[src/rtl/egk_pkg.sv]
// Shared definitions for the EGk binarizer / debinarizer pair.
package egk_pkg;

    typedef enum logic [1:0] {
        IDLE   = 2'd0,
        PREFIX = 2'd1,
        SUFFIX = 2'd2,
        FINISH = 2'd3
    } state_t;

    // Width needed to hold an order/count in the range 0..n inclusive.
    function automatic int k_width(input int n);
        return $clog2(n) + 1;
    endfunction

endpackage

[src/rtl/egk_debinarizer.sv]
// Serial k-th order Exp-Golomb debinarizer: one bin per handshake,
// reconstructs the unsigned magnitude and the number of bins consumed.
module egk_debinarizer
    import egk_pkg::*;
#(
    parameter int N          = 8,
    parameter int bins_width = 16
) (
    input  logic                  clk,
    input  logic                  rst_n,
    input  logic                  start,
    input  logic [3:0]            K,
    input  logic                  bin_valid,
    input  logic                  bin,
    output logic                  bin_ready,
    output logic                  done,
    output logic [N-1:0]          value,
    output logic [bins_width-1:0] bin_len,
    output logic                  err
);

    localparam int KW = k_width(N);

    state_t                state, state_n;
    logic [KW-1:0]         k, k_n;
    logic [KW-1:0]         cnt, cnt_n;
    logic [N:0]            acc, acc_n;
    logic [bins_width-1:0] len_n, len_inc;
    logic                  err_n;
    logic [N-1:0]          value_n;
    logic                  hs;

    always_ff @(posedge clk or negedge rst_n) begin
        if (!rst_n) begin
            state   <= IDLE;
            k       <= '0;
            cnt     <= '0;
            acc     <= '0;
            bin_len <= '0;
            err     <= 1'b0;
            value   <= '0;
        end else begin
            state   <= state_n;
            k       <= k_n;
            cnt     <= cnt_n;
            acc     <= acc_n;
            bin_len <= len_n;
            err     <= err_n;
            value   <= value_n;
        end
    end

    assign bin_ready = (state == PREFIX) || (state == SUFFIX);
    assign done      = (state == FINISH);
    assign hs        = bin_valid && bin_ready;
    assign len_inc   = (bin_len == '1) ? bin_len : bin_len + bins_width'(1);

    always_comb begin
        state_n = state;
        k_n     = k;
        cnt_n   = cnt;
        acc_n   = acc;
        len_n   = bin_len;
        err_n   = err;
        value_n = value;

        case (state)
            IDLE: begin
                if (start) begin
                    k_n     = KW'(K);
                    cnt_n   = '0;
                    acc_n   = '0;
                    len_n   = '0;
                    err_n   = 1'b0;
                    value_n = '0;
                    // Compare at full width so orders wider than k cannot alias.
                    if (int'(K) >= N) begin
                        err_n   = 1'b1;
                        state_n = FINISH;
                    end else begin
                        state_n = PREFIX;
                    end
                end
            end
            PREFIX: begin
                if (hs) begin
                    len_n = len_inc;
                    if (bin) begin
                        if (k == KW'(N)) begin
                            err_n   = 1'b1;
                            state_n = FINISH;
                        end else begin
                            acc_n = acc + ((N+1)'(1) << k);
                            k_n   = k + KW'(1);
                        end
                    end else begin
                        cnt_n   = k;
                        state_n = (k == '0) ? FINISH : SUFFIX;
                    end
                end
            end
            SUFFIX: begin
                if (hs) begin
                    // Suffix arrives MSB first; cnt is always >= 1 here.
                    acc_n = acc + ((N+1)'(bin) << (cnt - KW'(1)));
                    cnt_n = cnt - KW'(1);
                    len_n = len_inc;
                    if (acc_n[N]) begin
                        err_n   = 1'b1;
                        state_n = FINISH;
                    end else if (cnt == KW'(1)) begin
                        state_n = FINISH;
                    end
                end
            end
            FINISH: begin
                state_n = IDLE;
            end
            default: state_n = IDLE;
        endcase

        // Results are published on the edge that enters FINISH.
        if (state != FINISH && state_n == FINISH) begin
            value_n = err_n ? '0 : acc_n[N-1:0];
        end
    end

endmodule

[config.mk]
export PLATFORM = sky130hd
export DESIGN_NAME = egk_debinarizer
export DESIGN_NICKNAME = d
export VERILOG_FILES = /design/src/rtl/egk_pkg.sv /design/src/rtl/egk_debinarizer.sv
export SDC_FILE = /design/constraint.sdc
export NUM_CORES = 1
export LEC_CHECK = 0
export BUFFER_PORTS_ARGS = -buffer_cell sky130_fd_sc_hd__buf_4
export CORE_ASPECT_RATIO = 0.5
export CORE_MARGIN = 4
export CORE_UTILIZATION = 45
export DETAILED_ROUTE_END_ITERATION = 6
export GPL_ROUTABILITY_DRIVEN = 0
export MAX_ROUTING_LAYER = met4
export PLACE_DENSITY = 0.72
export SLEW_MARGIN = 20
export SYNTH_ARGS = -nofsm -noshare
export SYNTH_HDL_FRONTEND = slang
export SYNTH_SLANG_ARGS = --single-unit
[constraint.sdc]
create_clock -name clk -period 3.48 [get_ports clk]
set_input_delay 0.696 -clock clk [delete_from_list [all_inputs] [get_ports clk]]
set_output_delay 0.696 -clock clk [all_outputs]
set_load 0.03 [all_outputs]
# ---- Yosys cells after proc, flatten, opt, wreduce, memory -nomap -nowiden
# Cells that the tools add are included.
dict set report word_totals {
  reg_bits 44
  inputBits 9
  out_inout_bits 27
  wordCells 90
}
dict set report classes {
  n_addsub 5
  magnitude_cmp 1
  n_eq_ne 16
  shift 2
  n_mux 42
  reduce_logical 16
}
# cell n
set ops {}
lappend ops {{16-bit 2-to-1 mux} 3}
lappend ops {{9-bit 2-to-1 mux} 5}
lappend ops {{4-bit 2-to-1 mux} 8}
lappend ops {{8-bit 2-to-1 mux} 4}
lappend ops {{16-bit one-hot mux with 2 select lines} 1}
lappend ops {{9-bit one-hot mux with 3 select lines} 1}
lappend ops {{9-bit adder} 2}
lappend ops {{16-bit by 1-bit adder with 16-bit output (second input constant)} 1}
lappend ops {{16-bit == test (second input constant)} 1}
lappend ops {{2-bit 2-to-1 mux} 8}
lappend ops {{2-bit != test (second input constant)} 8}
lappend ops {{4-bit one-hot mux with 3 select lines} 1}
lappend ops {{5-bit AND reduction} 2}
lappend ops {{1-bit by 4-bit << shifter with 9-bit output} 1}
lappend ops {{1-bit by 4-bit << shifter with 9-bit output (first input constant)} 1}
lappend ops {{1-bit 2-to-1 mux} 8}
lappend ops {{2-bit one-hot mux with 4 select lines} 1}
lappend ops {{4-bit one-hot mux with 2 select lines} 1}
lappend ops {{2-bit nonzero test} 4}
lappend ops {{2-bit == test (second input constant)} 3}
lappend ops {{6-bit AND reduction} 1}
lappend ops {{4-bit by 1-bit adder with 4-bit output (second input constant)} 1}
lappend ops {{4-bit by 1-bit == test with 1-bit output (second input constant)} 1}
lappend ops {{4-bit == test (second input constant)} 1}
lappend ops {{other kinds (13)} 14}

# ---- Longest topological paths before layout
# Gate-level depths: netlist (run 1).
dict set report depth {
  depth_word 10
  mapped_depth 15
  mapped_depth_nobuf 13
}

# ---- Worst setup path after synthesis (run 1)
# Ideal clock, no wire load.
dict set report synth_timing {
  kind {register to register}
  startpoint {register cnt[0]}
  endpoint {register value[0]}
  setup_ns 0.121
  t_arrival_ns 3.191
  required_time_ns 3.359
  path_slack_ns 0.168
  path_stages_with_launch 16
  n_path_buf 2
  period_less_slack_ns 3.312
  path_cell_list {dfrtp_1 clkbuf_2 inv_1 ha_1 nand3b_1 o31a_2 nor2_1 ha_1 fa_1 a211o_1 a21oi_1 a221oi_1 or4_1 and3_4 buf_6 a22o_1}
}
dict set report synth_via {
  elab_chain_cells 10
  word_cells_on_any_way 20
  cone_classes {add/sub (2); eq/ne (2); shift (1); mux (11); reduce/logical (4)}
}
# element line_no
set synth_lines {}
lappend synth_lines {{from (decl)} egk_debinarizer.sv:26} ;# logic [KW-1:0] cnt, cnt_n;
lappend synth_lines {{from (signal assigned)} egk_debinarizer.sv:45} ;# cnt <= cnt_n;
lappend synth_lines {{4-bit by 1-bit subtractor with 4-bit output} egk_debinarizer.sv:105} ;# acc_n = acc + ((N+1)'(bin) << (cnt - KW'(1)));
lappend synth_lines {{1-bit by 4-bit << shifter with 9-bit output} egk_debinarizer.sv:105}
lappend synth_lines {{9-bit adder} egk_debinarizer.sv:105}
lappend synth_lines {{2-bit 2-to-1 mux} egk_debinarizer.sv:108} ;# if (acc_n[N]) begin
lappend synth_lines {{2-bit 2-to-1 mux} egk_debinarizer.sv:103} ;# if (hs) begin
lappend synth_lines {{2-bit one-hot mux with 4 select lines} egk_debinarizer.sv:67} ;# case (state)
lappend synth_lines {{2-bit == test} egk_debinarizer.sv:123} ;# if (state != FINISH && state_n == FINISH) begin
lappend synth_lines {{1-bit logical AND} egk_debinarizer.sv:123}
lappend synth_lines {{2-bit nonzero test (no source line)} n/a}
lappend synth_lines {{2-bit AND reduction (no source line)} n/a}
lappend synth_lines {{to (signal assigned)} egk_debinarizer.sv:49} ;# value <= value_n;
lappend synth_lines {{to (decl)} egk_debinarizer.sv:17} ;# output logic [N-1:0] value,
# Parallel ways exist; a longest one is shown, timed or not. The select of a mux whose other input is x is not followed.
# A chain may end at the register's enable or synchronous reset.

# ---- Worst setup path in the final report (run 1)
dict set report layout_timing {
  startpoint {register cnt[0]}
  endpoint {register value[2]}
}
# The elaborated chain is that of the path after synthesis.

==> summary.md, run 1 <==
| Metric | Value |
|---|---|
| Path depth of the worst reg2reg path | 12 |
| Final period util | 0.943 |
| Clock slew at reported path FFs | 0.07 ns |
| Worst hold-check path type | in -> async |
| Inserted Clock Buffers | 5 |
| Number of vias per cell | 5.73 |
| Max IR drop VDD | 0.455 mV |
| Met2 WL post-DR | 3750 um |
| GRT Overall Usage | 0.198 |
| Vias in the first global route | 2944 |
| Reg2Reg Setup Slack | 0.20 ns |
| Max Slew Vio Count | 0 |
| Post-Syn Area | 0.00357 sq mm |
| Io pins | 36 |
| Avg Cell Area, Syn | 8.91 sq um |
| Vias | 3111 |
| Clk_lat worst skew | 0.29 ns |
| Layout cells sized above 1 | 0.152 |
| Setup crit end kind | flop |
| Status | finished, final reports clean |
| DRC viols | 0 |
| Setup crit start kind | flop |
| Yosys cell types | 70 |
| Worst slack, placed | 0.0861 ns |
| Total core area | 0.00751 sq mm |
| Final-report setup violation count | 0 |
| DIE AREA | 0.00952 sq mm |
| Ys Warns | 0 |
| CTS tree | yes |
| Detailed Route Iter0 Violations | 230 |
| WL final | 8890 um |
| CTS Sinks | 44 |
| Drt first pass iters | 6 |
| Starting Density | 0.476 |
| Hpwl dp | 6740 um |
| Setup TNS | 0 ns |
| Die Ht | 71.0 um |
| Worst Tran Pin Value | 0.905 ns |
| CTS root buffer | clkbuf_16 |
| Port bufs | 35 |
| Rel. slew slack | 0.395 |
| Setup Crit Path Kind | reg -> reg |
| Final Skew | 0.00502 ns |
| ANT cells | 0 |
| Clock Tree Buf Depth | 2 |
| WP data required | 3.66 ns |
| Sequential fraction of the synthesis area | 0.308 |
| Metal-1 WL | 4420 um |
| Max-cap check violation count | 0 |
| Commonest cells after routing, fill and taps aside | dfrtp_1 (43), buf_4 (40), nor2_1 (36), nand2_1 (36), ha_1 (29) |
| Die X | 134 um |
| Avg WL per Cell | 16.4 um |
| Cell Rows | 22 |
| Critical R2R Launch | cnt[0] |
| Reg-to-Reg End | value[2] |
| Met3 WL | 593 um |
| Initial antenna violation count | 0 |
| H-tree depth | 2 |
| Final hold vios | 0 |
| CP max FO | 8 |
| EDFF count, synth | 0 |
| Worst Path Arrival | 3.46 ns |
| Total gr overflow | 0 |
| Number of nets in the layout | 475 |
| Post-synth net total | 442 |
| Cell count after synthesis | 401 |
| Power Density | 700 mW/mm^2 |
| Final ANT Viol Nets | 0 |
| Register bit total from synthesis | 44 |
| Layout area overhead | 14.7% |
| Static leakage | 1.89 nW |
| Highest Signal Layer | met4 |
| Largest net degree at the start of global routing | 45 |
| First-pass GRT wire length | 14800 um |
| RSZ-0062 raised after global routing | false |
| Final worst slack | 0.199 ns |
| Tmin final | 3.28 ns |
| Most common cell after layout, fill and taps aside | dfrtp_1 |
| Max Fclk | 0.305 GHz |
| Main synth FF type | dfrtp_1 |
| Synth async-reset ratio | 1.00 |
==> area by class of cell <==
class,count,area [sq um]
Inverter,16,60.1
Timing Repair Buffer,40,300
Sequential cell,44,1100
Fill cell,718,3420
Clock inverter,2,38.8
Tap cell,108,135
Multi-Input combinational cell,327,2320
Clock buffer,6,139
==> registers in the layout, summed over array words and instances, names as in the netlist <==
signal   flops
cnt          4
value        8
err          1
state        2
acc          9
k            4
bin_len     16
==> worst max-delay path by stage <==
| stage | depth (start not counted) | from | to |
|---|---|---|---|
| after global routing | 12 | cnt[0] | value[7] |
| final | 12 | cnt[0] | value[2] |
| after CTS | 13 | cnt[0] | value[2] |
| after floorplan | 15 | cnt[0] | value[0] |
| after global placement | 13 | cnt[0] | value[3] |
| after detailed placement | 13 | cnt[0] | value[2] |
==> cells by family (layout without fill, tap and decap cells) <==
group	count (synthesis)	count (layout)	share of synthesized area
DFF	44	44	0.308
muxes	12	12	0.0340
buffers and inverters	30	64	0.0452
and+or+nand+nor	156	156	0.235
AOI/OAI and AO/OA	104	104	0.206
adders and majority gates	32	32	0.116
xor gates and xnor gates	23	23	0.0564
==> metal layers <==
layer,up-vias,GRT usage
met5,-,-
met4,0,0.0474
met3,16,0.0412
met2,95,0.288
met1,1458,0.281
li1,1542,-
==> worst max-delay path: stages (launching register included) <==
cell and delay [ns]:
dfrtp_2 0.44, inv_1 0.10, ha_2 0.32, nand3_1 0.12, nor2_1 0.06, ha_1 0.20, fa_1 0.43, a211o_1 0.32
a21oi_1 0.14, a221oi_1 0.08, or4_1 0.53, and3_4 0.23, a22o_1 0.18
==> cell usage after synthesis, types with 7 or more instances <==
cell     count  share of area
a21oi_1     16          0.022
a22o_1       8          0.020
and2_1       7          0.012
dfrtp_1     44           0.31
ha_1        30           0.11
inv_1       15          0.016
mux2i_1     11          0.031
nand2_1     36          0.038
nand3_1     12          0.017
nand4_1      8          0.014
nor2_1      36          0.038
nor2b_1      7          0.012
nor3_1       8          0.011
nor3b_1      8          0.017
o21ai_0     25          0.035
xor2_1      20          0.049
==> through the flow <==
stage	hold WS [ns]	total power, mW	area, sq um	instances	util
global route	0.446	3.08	4100	543	0.545
floorplan	0.400	1.90	3570	401	-
detailed placement	0.487	2.28	3900	534	0.519
finish	0.397	2.87	4100	543	0.545
CTS	0.420	2.85	4080	542	0.543
global placement	0.487	2.26	3900	534	0.519
==> power breakdown <==
group          internal, mW  switching [mW]
Clock                 0.360           0.207
Combinational         0.569           0.982
Sequential            0.608           0.145
==> repair_timing <==
| item | 4_1_cts | 5_1_grt |
|---|---|---|
| hold buffers | 0 | 0 |
| resized for setup | 0 | 4 |
| endpoints found under the setup margin | 0 | 8 |
| setup buffers | 0 | 1 |
No activity file was read; power rests on OpenSTA's default activity.
==> inputs of run 2 (changes only) <==
--- a/config.mk
+++ b/config.mk
@@ -12,7 +12,7 @@
 export DETAILED_ROUTE_END_ITERATION = 6
 export GPL_ROUTABILITY_DRIVEN = 0
 export MAX_ROUTING_LAYER = met4
-export PLACE_DENSITY = 0.72
+export PLACE_DENSITY = 0.66
 export SLEW_MARGIN = 20
 export SYNTH_ARGS = -nofsm -noshare
 export SYNTH_HDL_FRONTEND = slang
==> run 2 against run 1 <==
Critical path depth unchanged. Combinational power about the same. Final cell count decreased by 0.18%. Design area increased by 0.18%. Sequential share of layout area about the same. Clock skew increased by 0.0014 ns. Core utilization increased by 0.10 points. Via count increased by 3.2%. Setup slack got worse by 0.027 ns. Fmax decreased by 0.81%. Die area unchanged. Largest cell class unchanged. Largest power group unchanged.
==> summary.md, run 2 (synthesis results as in run 1) <==
| Metric | Value |
|---|---|
| Finished Core Util | 0.546 |
| Reg2Reg Setup Slack | 0.17 ns |
| Total core area | 0.00751 sq mm |
| WL final | 9570 um |
| First-pass GRT wire length | 15800 um |
| Design area | 0.00411 sq mm |
| DRC viols | 0 |
| Die Ht | 71.0 um |
| Initial antenna violation count | 0 |
| Final Power | 2.90 mW |
| Cell Rows | 22 |
| ANT cells | 0 |
| Hpwl dp | 7170 um |
| Worst path slowest cell | or4_1 |
| Rel. slew slack | 0.359 |
| Hold_ws | 0.394 ns |
| Worst hold-check path type | in -> async |
| Internal power | 1.54 mW |
| Final Skew | 0.00647 ns |
| Power Density | 707 mW/mm^2 |
| CTS root buffer | clkbuf_16 |
| Avg WL per Cell | 17.7 um |
| FF/Latch Area | 0.00110 sq mm |
| Switch share | 0.471 |
| Worst slack, placed | 0.0644 ns |
| Setup TNS | 0 ns |
| Largest regs | bin_len (16), acc (9), value (8) |
| Static leakage | 1.88 nW |
| Filler cells | 699 |
| Final worst slack | 0.172 ns |
| Worst Path Arrival | 3.49 ns |
| Io pins | 36 |
| Placed cells | 533 |
| Number of vias per cell | 5.93 |
| Final ANT Viol Nets | 0 |
| Most flop-heavy register | bin_len |
| Inserted Clock Buffers | 5 |
| Layout area overhead | 14.9% |
| Non-Filler Instances | 542 |
| Total gr overflow | 0 |
| Largest net degree at the start of global routing | 45 |
| CTS tree | yes |
| DIE AREA | 0.00952 sq mm |
| Max reg flops | 16 |
| CP max FO | 8 |
| Max Fclk | 0.302 GHz |
| Status | finished, final reports clean |
| Final period util | 0.951 |
| Setup Crit Path Kind | reg -> reg |
| Area after DPL | 0.00389 sq mm |
| CP cell instances | inv_1, ha_2, o31a_2, nor2_1, ha_1, fa_2, a211o_1, a21oi_1, a221oi_1, or4_1, and3_4, a22o_1 |
| Sequential power share | 0.261 |
| Max IR drop VDD | 0.383 mV |
| Drt first pass iters | 5 |
| Final hold vios | 0 |
| Clock slew at reported path FFs | 0.07 ns |
| Max Slew Vio Count | 0 |
| GRT Overall Usage | 0.211 |
| CTS Sinks | 44 |
| WP data required | 3.66 ns |
| H-tree depth | 2 |
| Starting Density | 0.476 |
| Setup crit end kind | flop |
| Tmin final | 3.31 ns |
| Port bufs | 35 |
| Combinational share of power | 0.542 |
| Switching power | 1.36 mW |
| Vias | 3212 |
| Crit path launch | cnt[0] |
| Vias in the first global route | 3100 |
| Max-cap check violation count | 0 |
| Die X | 134 um |
| Number of nets in the layout | 474 |
| Worst Tran Pin Value | 0.957 ns |
| Clk_lat worst skew | 0.29 ns |
| Layout cells sized above 1 | 0.159 |
| Most common cell after layout, fill and taps aside | dfrtp_1 |
| Final-report setup violation count | 0 |
| Crit-path max cell delay | 0.55 ns |
| Commonest cells after routing, fill and taps aside | dfrtp_1 (43), buf_4 (39), nor2_1 (36), nand2_1 (36), ha_1 (28) |
| Detailed Route Iter0 Violations | 230 |
| Clk pwr share | 0.197 |
| Area of the multi-input gates | 0.00234 sq mm |
| Clock Tree Buf Depth | 2 |
| Critical R2R Launch | cnt[0] |
| Setup crit start kind | flop |
-- run 2: worst max-delay path, delay by kind of cell, from the launching register on --
family          cells  cell delay, ns
compound gates      5            0.96
fa+ha+maj           3            0.87
buf+inv             1            0.11
flops               1            0.44
simple gates        3            0.83
-- run 2: repair_timing --
item	CTS	global route
hold buffers	0	0
setup endpoints to repair	0	8
buffers inserted	0	1
endpoints found under the hold margin	0	0
resized for setup	0	8
-- run 2: path summary, 6_finish.rpt --
path | to | cells after the start
hold / removal | bin_len[11] | 1
min in group clk | value[7] | 1
setup / recovery | value[4] | 12
max in group asynchronous | cnt[0] | 1
hold reg to reg | value[7] | 1
setup reg to reg | value[4] | 12
-- run 2: cell type report --
type | count | area share
inverters | 16 | 0.0146
repair buffers | 39 | 0.0713
clock buffers | 6 | 0.0338
flip-flops and latches | 44 | 0.269
multi-input cells | 327 | 0.569
well taps | 108 | 0.0329
clock inverters | 2 | 0.00945
-- run 2: power groups by stage --
stage	Clock, mW	Combinational, mW	Sequential, mW
CTS	0.575	1.53	0.754
detailed placement	0	1.52	0.760
finish	0.571	1.57	0.758
floorplan	0	1.14	0.762
global placement	0	1.48	0.755
global route	0.606	1.74	0.775
-- run 2: per-layer routing --
metal  GRT usage  routed length [um]  vias up
li1            -                   -     1545
met1       0.294                4640     1537
met2       0.311                4140      113
met3      0.0575                 640       17
met4      0.0395                 150        0
met5           -                   0        -
